==> src/rtl/clock_set_ctrl_if.sv <==
// Key inputs and time-setting outputs of the clock_set_ctrl block.
interface clock_set_ctrl_if;
  logic       Key_Mode;
  logic       Key_Up;
  logic       Key_Down;
  logic       Hour_Add;
  logic       Hour_Subtract;
  logic       Minute_Add;
  logic       Minute_Subtract;
  logic       Second_Clear;
  logic       Run_En;
  logic [1:0] Mode;
  logic       Blink;

  modport master (
    output Key_Mode, Key_Up, Key_Down,
    input  Hour_Add, Hour_Subtract, Minute_Add, Minute_Subtract,
    input  Second_Clear, Run_En, Mode, Blink
  );

  modport slave (
    input  Key_Mode, Key_Up, Key_Down,
    output Hour_Add, Hour_Subtract, Minute_Add, Minute_Subtract,
    output Second_Clear, Run_En, Mode, Blink
  );
endinterface

==> src/rtl/clock_set_ctrl.sv <==
// Time-setting controller: key debounce, RUN/SET mode FSM, adjust pulses with
// press-and-hold auto-repeat, and blink enable for the digits being set.
module csc_debounce #(
  parameter int CYCLES = 4
) (
  input  logic clk,
  input  logic rst_n,
  input  logic key_raw,
  output logic lvl,
  output logic fall
);
  localparam int CW = $clog2(CYCLES + 1);

  logic [1:0]    sync;
  logic          prev;
  logic [CW-1:0] cnt;

  always_ff @(posedge clk or negedge rst_n) begin
    if (!rst_n) begin
      sync <= 2'b11;
      lvl  <= 1'b1;
      prev <= 1'b1;
      cnt  <= '0;
    end else begin
      sync <= {sync[0], key_raw};
      prev <= lvl;
      if (sync[1] == lvl) cnt <= '0;
      else if (cnt == CW'(CYCLES)) begin
        lvl <= sync[1];
        cnt <= '0;
      end else cnt <= cnt + CW'(1);
    end
  end

  assign fall = prev & ~lvl;
endmodule

module clock_set_ctrl #(
  parameter int DEBOUNCE_CYCLES = 1_000_000,
  parameter int REPEAT_DELAY    = 25_000_000,
  parameter int REPEAT_RATE     = 5_000_000,
  parameter int BLINK_HALF      = 12_500_000
) (
  input  logic Clk_50MHz,
  input  logic Reset_N,
  clock_set_ctrl_if.slave bus
);
  localparam int RW = $clog2(REPEAT_DELAY + 1);
  localparam int BW = $clog2(BLINK_HALF + 1);

  typedef enum logic [1:0] {RUN = 2'b00, SET_HOUR = 2'b01, SET_MIN = 2'b10, SET_SEC = 2'b11} mode_e;

  // key index: 0 = Mode, 1 = Up, 2 = Down
  logic [2:0] keys_raw, key_lvl, key_fall;
  assign keys_raw = {bus.Key_Down, bus.Key_Up, bus.Key_Mode};

  for (genvar k = 0; k < 3; k++) begin : g_db
    csc_debounce #(.CYCLES(DEBOUNCE_CYCLES)) u_db (
      .clk    (Clk_50MHz),
      .rst_n  (Reset_N),
      .key_raw(keys_raw[k]),
      .lvl    (key_lvl[k]),
      .fall   (key_fall[k])
    );
  end

  mode_e         state, state_n;
  logic [RW-1:0] rep_cnt;
  logic [BW-1:0] blink_cnt;
  logic          lock_up, lock_dn;
  logic          ha_q, hs_q, ma_q, ms_q, sc_q, run_q, blink_q;

  logic md_p, up_held, dn_held, up_go, dn_go, press, both, adj_mode, rep_act, rep_hit, fire;

  assign md_p     = key_fall[0];
  assign up_held  = ~key_lvl[1];
  assign dn_held  = ~key_lvl[2];
  assign both     = up_held & dn_held;
  assign up_go    = key_fall[1] & ~dn_held;
  assign dn_go    = key_fall[2] & ~up_held;
  assign press    = up_go | dn_go;
  assign adj_mode = (state == SET_HOUR) || (state == SET_MIN);
  // Only an unlocked key held on its own keeps the repeat counter running.
  assign rep_act  = adj_mode & ((up_held & ~lock_up & ~dn_held) | (dn_held & ~lock_dn & ~up_held));
  assign rep_hit  = rep_act & (rep_cnt == RW'(REPEAT_DELAY));
  assign fire     = ~md_p & (state != RUN) & (press | rep_hit);

  always_ff @(posedge Clk_50MHz or negedge Reset_N) begin
    if (!Reset_N) state <= RUN;
    else          state <= state_n;
  end

  always_comb begin
    state_n = state;
    if (md_p) begin
      case (state)
        RUN:      state_n = SET_HOUR;
        SET_HOUR: state_n = SET_MIN;
        SET_MIN:  state_n = SET_SEC;
        default:  state_n = RUN;
      endcase
    end
  end

  always_ff @(posedge Clk_50MHz or negedge Reset_N) begin
    if (!Reset_N) begin
      rep_cnt <= '0;
      lock_up <= 1'b0;
      lock_dn <= 1'b0;
      ha_q    <= 1'b0;
      hs_q    <= 1'b0;
      ma_q    <= 1'b0;
      ms_q    <= 1'b0;
      sc_q    <= 1'b0;
      run_q   <= 1'b1;
    end else begin
      // A held key is locked out by a mode change or a chord until released.
      lock_up <= up_held & (lock_up | md_p | both);
      lock_dn <= dn_held & (lock_dn | md_p | both);

      if (!rep_act || md_p) rep_cnt <= '0;
      else if (press)       rep_cnt <= RW'(1);
      else if (rep_hit)     rep_cnt <= RW'(REPEAT_DELAY - REPEAT_RATE + 1);
      else                  rep_cnt <= rep_cnt + RW'(1);

      ha_q  <= fire & (state == SET_HOUR) & up_held;
      hs_q  <= fire & (state == SET_HOUR) & ~up_held;
      ma_q  <= fire & (state == SET_MIN)  & up_held;
      ms_q  <= fire & (state == SET_MIN)  & ~up_held;
      sc_q  <= fire & (state == SET_SEC);
      run_q <= (state_n == RUN);
    end
  end

  always_ff @(posedge Clk_50MHz or negedge Reset_N) begin
    if (!Reset_N) begin
      blink_cnt <= '0;
      blink_q   <= 1'b1;
    end else if (md_p || fire || state == RUN) begin
      blink_cnt <= '0;
      blink_q   <= 1'b1;
    end else if (blink_cnt == BW'(BLINK_HALF - 1)) begin
      blink_cnt <= '0;
      blink_q   <= ~blink_q;
    end else begin
      blink_cnt <= blink_cnt + BW'(1);
    end
  end

  assign bus.Hour_Add        = ha_q;
  assign bus.Hour_Subtract   = hs_q;
  assign bus.Minute_Add      = ma_q;
  assign bus.Minute_Subtract = ms_q;
  assign bus.Second_Clear    = sc_q;
  assign bus.Run_En          = run_q;
  assign bus.Mode            = state;
  assign bus.Blink           = blink_q;
endmodule

==> src/flat_wrapper.sv <==
// flat-port wrapper written by rule: the top's interface ports become plain ports
module clock_set_ctrl_flat 
#(
  parameter int DEBOUNCE_CYCLES = 1_000_000,
  parameter int REPEAT_DELAY    = 25_000_000,
  parameter int REPEAT_RATE     = 5_000_000,
  parameter int BLINK_HALF      = 12_500_000
)
  (Clk_50MHz, Reset_N, bus_Key_Mode, bus_Key_Up, bus_Key_Down, bus_Hour_Add, bus_Hour_Subtract, bus_Minute_Add, bus_Minute_Subtract, bus_Second_Clear, bus_Run_En, bus_Mode, bus_Blink);
  clock_set_ctrl_if bus_i ();
  input  logic Clk_50MHz;
  input  logic Reset_N;
  input wire logic [$bits(bus_i.Key_Mode)-1:0] bus_Key_Mode;
  input wire logic [$bits(bus_i.Key_Up)-1:0] bus_Key_Up;
  input wire logic [$bits(bus_i.Key_Down)-1:0] bus_Key_Down;
  output wire logic [$bits(bus_i.Hour_Add)-1:0] bus_Hour_Add;
  output wire logic [$bits(bus_i.Hour_Subtract)-1:0] bus_Hour_Subtract;
  output wire logic [$bits(bus_i.Minute_Add)-1:0] bus_Minute_Add;
  output wire logic [$bits(bus_i.Minute_Subtract)-1:0] bus_Minute_Subtract;
  output wire logic [$bits(bus_i.Second_Clear)-1:0] bus_Second_Clear;
  output wire logic [$bits(bus_i.Run_En)-1:0] bus_Run_En;
  output wire logic [$bits(bus_i.Mode)-1:0] bus_Mode;
  output wire logic [$bits(bus_i.Blink)-1:0] bus_Blink;
  assign bus_i.Key_Mode = bus_Key_Mode;
  assign bus_i.Key_Up = bus_Key_Up;
  assign bus_i.Key_Down = bus_Key_Down;
  assign bus_Hour_Add = bus_i.Hour_Add;
  assign bus_Hour_Subtract = bus_i.Hour_Subtract;
  assign bus_Minute_Add = bus_i.Minute_Add;
  assign bus_Minute_Subtract = bus_i.Minute_Subtract;
  assign bus_Second_Clear = bus_i.Second_Clear;
  assign bus_Run_En = bus_i.Run_En;
  assign bus_Mode = bus_i.Mode;
  assign bus_Blink = bus_i.Blink;
  clock_set_ctrl #(.DEBOUNCE_CYCLES(DEBOUNCE_CYCLES), .REPEAT_DELAY(REPEAT_DELAY), .REPEAT_RATE(REPEAT_RATE), .BLINK_HALF(BLINK_HALF)) u_core (.Clk_50MHz(Clk_50MHz), .Reset_N(Reset_N), .bus(bus_i));
endmodule
==> config.mk <==
export PLATFORM = sky130hd
export DESIGN_NAME = clock_set_ctrl_flat
export DESIGN_NICKNAME = d
export VERILOG_FILES = /design/src/rtl/clock_set_ctrl_if.sv /design/src/rtl/clock_set_ctrl.sv /design/src/flat_wrapper.sv
export SDC_FILE = /design/constraint.sdc
export NUM_CORES = 1
export LEC_CHECK = 0
export ABC_AREA = 1
export CAP_MARGIN = 30
export CORE_ASPECT_RATIO = 0.6
export CORE_MARGIN = 1.5
export CORE_UTILIZATION = 41
export CTS_BUF_LIST = sky130_fd_sc_hd__clkbuf_16
export DETAILED_ROUTE_END_ITERATION = 7
export PLACE_DENSITY = 0.58
export SYNTH_ARGS = -nofsm -noshare
export SYNTH_HDL_FRONTEND = slang
export SYNTH_SLANG_ARGS = --single-unit
==> constraint.sdc <==
create_clock -name Clk_50MHz -period 3.1 [get_ports Clk_50MHz]
set_input_delay 0.465 -clock Clk_50MHz [delete_from_list [all_inputs] [get_ports Clk_50MHz]]
set_output_delay 0.465 -clock Clk_50MHz [all_outputs]
set_load 0.02 [all_outputs]
==> flow_summary.json <==
{
  "status": "complete, no violations",
  "post-route-cell-area_sq_um": 8260,
  "power.density_nw_per_um2": 484,
  "syn_nets": 958,
  "synth_top_area_frac": 0.408,
  "routed_wl_um": 15600,
  "cts_hold_buf": 0,
  "required_ps": 2630,
  "ir_worst_vdd_v": 0.000353,
  "critical_path_buf_inv_count": 1,
  "core_area_sq_um": 17200,
  "drive_above_1_share": 0.106,
  "p_leak_nw": 3.40,
  "place_ws_ps": 1280,
  "yosys-top-cells-area": "dfrtp_1 (41%), nand2_1 (10%), nor2_1 (10%)",
  "track_usage": 0.183,
  "crit_chain": "clkdlybuf4s50_1",
  "drtPass1Iterations": 4,
  "layout_common_cells": "nand2_1 (200), nor2_1 (200), dfrtp_1 (118)",
  "worst_path_largest_cell_delay_ps": 600,
  "rsz0062_at_grt": "no",
  "root_buffer": "clkbuf_16",
  "max_cap_violations": 0,
  "max-clock-path-buffers": 2,
  "hold_class": "primary input to async pin",
  "worstPathMaxFanout": 3,
  "stdcell_count": 1218,
  "avgViaCountPerCell": 4.70,
  "cts-buffers-inserted": 17,
  "grt_pass1_vias": 5003,
  "core.rowCount": 37,
  "ys_seq_area_frac": 0.459,
  "grt_antenna_before_repair": 0,
  "via_count": 5729,
  "dieArea_sq_um": 18500,
  "dr.first_iter.drc_count": 516,
  "maxSlewViolCount": 0,
  "post_cts_buffers": 0,
  "cts_htree_levels": 4,
  "grt_first_pass_wirelength_um": 26500,
  "clock_latency_ps": 420,
  "cts_tree": "done",
  "worst_pin_slew_ps": 649,
  "cp-end-kind": "primary output",
  "grt_max_degree": 72,
  "cts.sinks": 132,
  "clk_pin_slew_ps": 60,
  "fin_skew_ps": 10.4,
  "area_delta_synth_final_pct": 14.2,
  "syn_area_per_cell_sq_um": 7.70,
  "route.detailed.drc": 0,
  "numPlacedInstances": 1186,
  "syn_area_sq_um": 7240,
  "fin_crit_ps": 2020,
  "grt.overflow.total": 0,
  "detailed_place_hpwl_um": 11500,
  "ant_nets": 0,
  "cp.arrival_ps": 1560,
  "ys_warn_count": 0,
  "cp_slowest_cell": "clkdlybuf4s50_1",
  "gp_congestion": 0.871,
  "fp.dieH_um": 106,
  "yosys.area.top_type": "dfrtp_1",
  "synth.distinct_cells": 34,
  "start_util": 0.420,
  "n_fill_cell": 1655,
  "syn_inst": 940,
  "wl_per_cell_um": 12.8,
  "hold_slack_ps": 54.1,
  "die_w_um": 175,
  "start_kind": "flop",
  "pin_count": 14,
  "fin_ws_ps": 1080,
  "final-hold-violation-count": 0,
  "io_buffers": 13,
  "ys_ff_latch": 132,
  "tns_ps": 0,
  "maxSlewHeadroom": 0.567,
  "fin_crit_sh": 0.652,
  "nets": 989,
  "cpLargestDelayFamily": "buffers and inverters",
  "dpl_cell_area_sq_um": 7630,
  "antenna_cells": 0,
  "setup_viol_count_final": 0,
  "clock.fmax_mhz": 494,
  "post_cts_resized": 0,
  "path_class": "flop to primary output"
}
[state kept, by name, summed over array words and instances, names as in the netlist, 2 cells and up]
name	count
u_core.blink_cnt	24
u_core.rep_cnt	25
u_core.bus.Mode	2
u_core.g_db.u_db.sync	6
u_core.g_db.u_db.cnt	60
u_core.g_db.u_db.lvl	3
u_core.g_db.u_db.prev	3
[cell usage after synthesis]
library cell / count
nor2_4: 10
nand3_1: 72
a31oi_1: 5
o21bai_1: 4
xor2_1: 38
nor3_1: 30
and2_1: 1
nand3_4: 1
or2_0: 1
xnor2_1: 7
inv_4: 1
nand3_2: 1
o21ai_0: 9
a21oi_1: 26
o21ai_1: 2
nand3b_1: 3
dfstp_2: 14
nor2_1: 200
nand2_4: 3
nor3_2: 2
buf_6: 5
or2_2: 3
or3_1: 1
dfrtp_1: 118
inv_2: 5
nor2_2: 17
clkinv_1: 1
nand4_1: 21
nand2_2: 9
nor3_4: 2
nand2_1: 200
and3_1: 1
inv_1: 114
ha_1: 13
[logic make-up (layout without fill, tap and decap cells)]
kind of cell | after synthesis | after routing | synth area share
AO/OA/AOI/OAI | 46 | 46 | 0.0341
XOR/XNOR | 45 | 45 | 0.0545
adder cells (fa/ha/maj) | 13 | 13 | 0.0225
buffers and inverters | 126 | 170 | 0.0709
flip-flops | 132 | 132 | 0.459
AND/OR/NAND/NOR | 578 | 578 | 0.359
[stage by stage]
step | util | total power, mW
after floorplan | - | 1.81
after global placement | 0.443 | 1.87
after detailed placement | 0.443 | 1.87
after CTS | 0.480 | 4.05
after global routing | 0.480 | 4.15
final | 0.480 | 4.00
[final timing paths]
check | start | to | slack, ps | cells after the start
min | Reset_N | u_core.g_db[2].u_db.cnt[16] | 50 | 1
max in group asynchronous | Reset_N | u_core.g_db[1].u_db.sync[1] | 2260 | 2
max | u_core.bus.Blink | bus_Blink | 1080 | 1
min in group Clk_50MHz | u_core.g_db[2].u_db.sync[0] | u_core.g_db[2].u_db.sync[1] | 350 | 0
min reg2reg | u_core.g_db[2].u_db.sync[0] | u_core.g_db[2].u_db.sync[1] | 350 | 0
max reg2reg | u_core.bus.Mode[0] | u_core.blink_cnt[12] | 1310 | 9
[final cells by class]
class,count,area [sq um],share of cell area
inverter,121,457,0.0553
tap,234,293,0.0354
clock buffer,17,425,0.0515
multi-input combinational,682,3400,0.412
clock inverter,15,203,0.0245
sequential,132,3320,0.402
timing repair buffer,17,161,0.0195
[power by group]
| group | internal (mW) | switching [mW] |
|---|---|---|
| sequential | 1.74 | 0.00960 |
| clock | 1.35 | 0.808 |
| combinational | 0.0210 | 0.0633 |
| total | 3.11 | 0.881 |
[routing by layer]
metal  vias up  routed length [um]  track usage
met3        13                 905       0.0401
met4         0                 163       0.0549
met5         -                   0            0
met1      2564                9160        0.315
met2       134                5340        0.213
li1       3018                   -            -
Note: power is estimated with default switching activity, not from simulation.
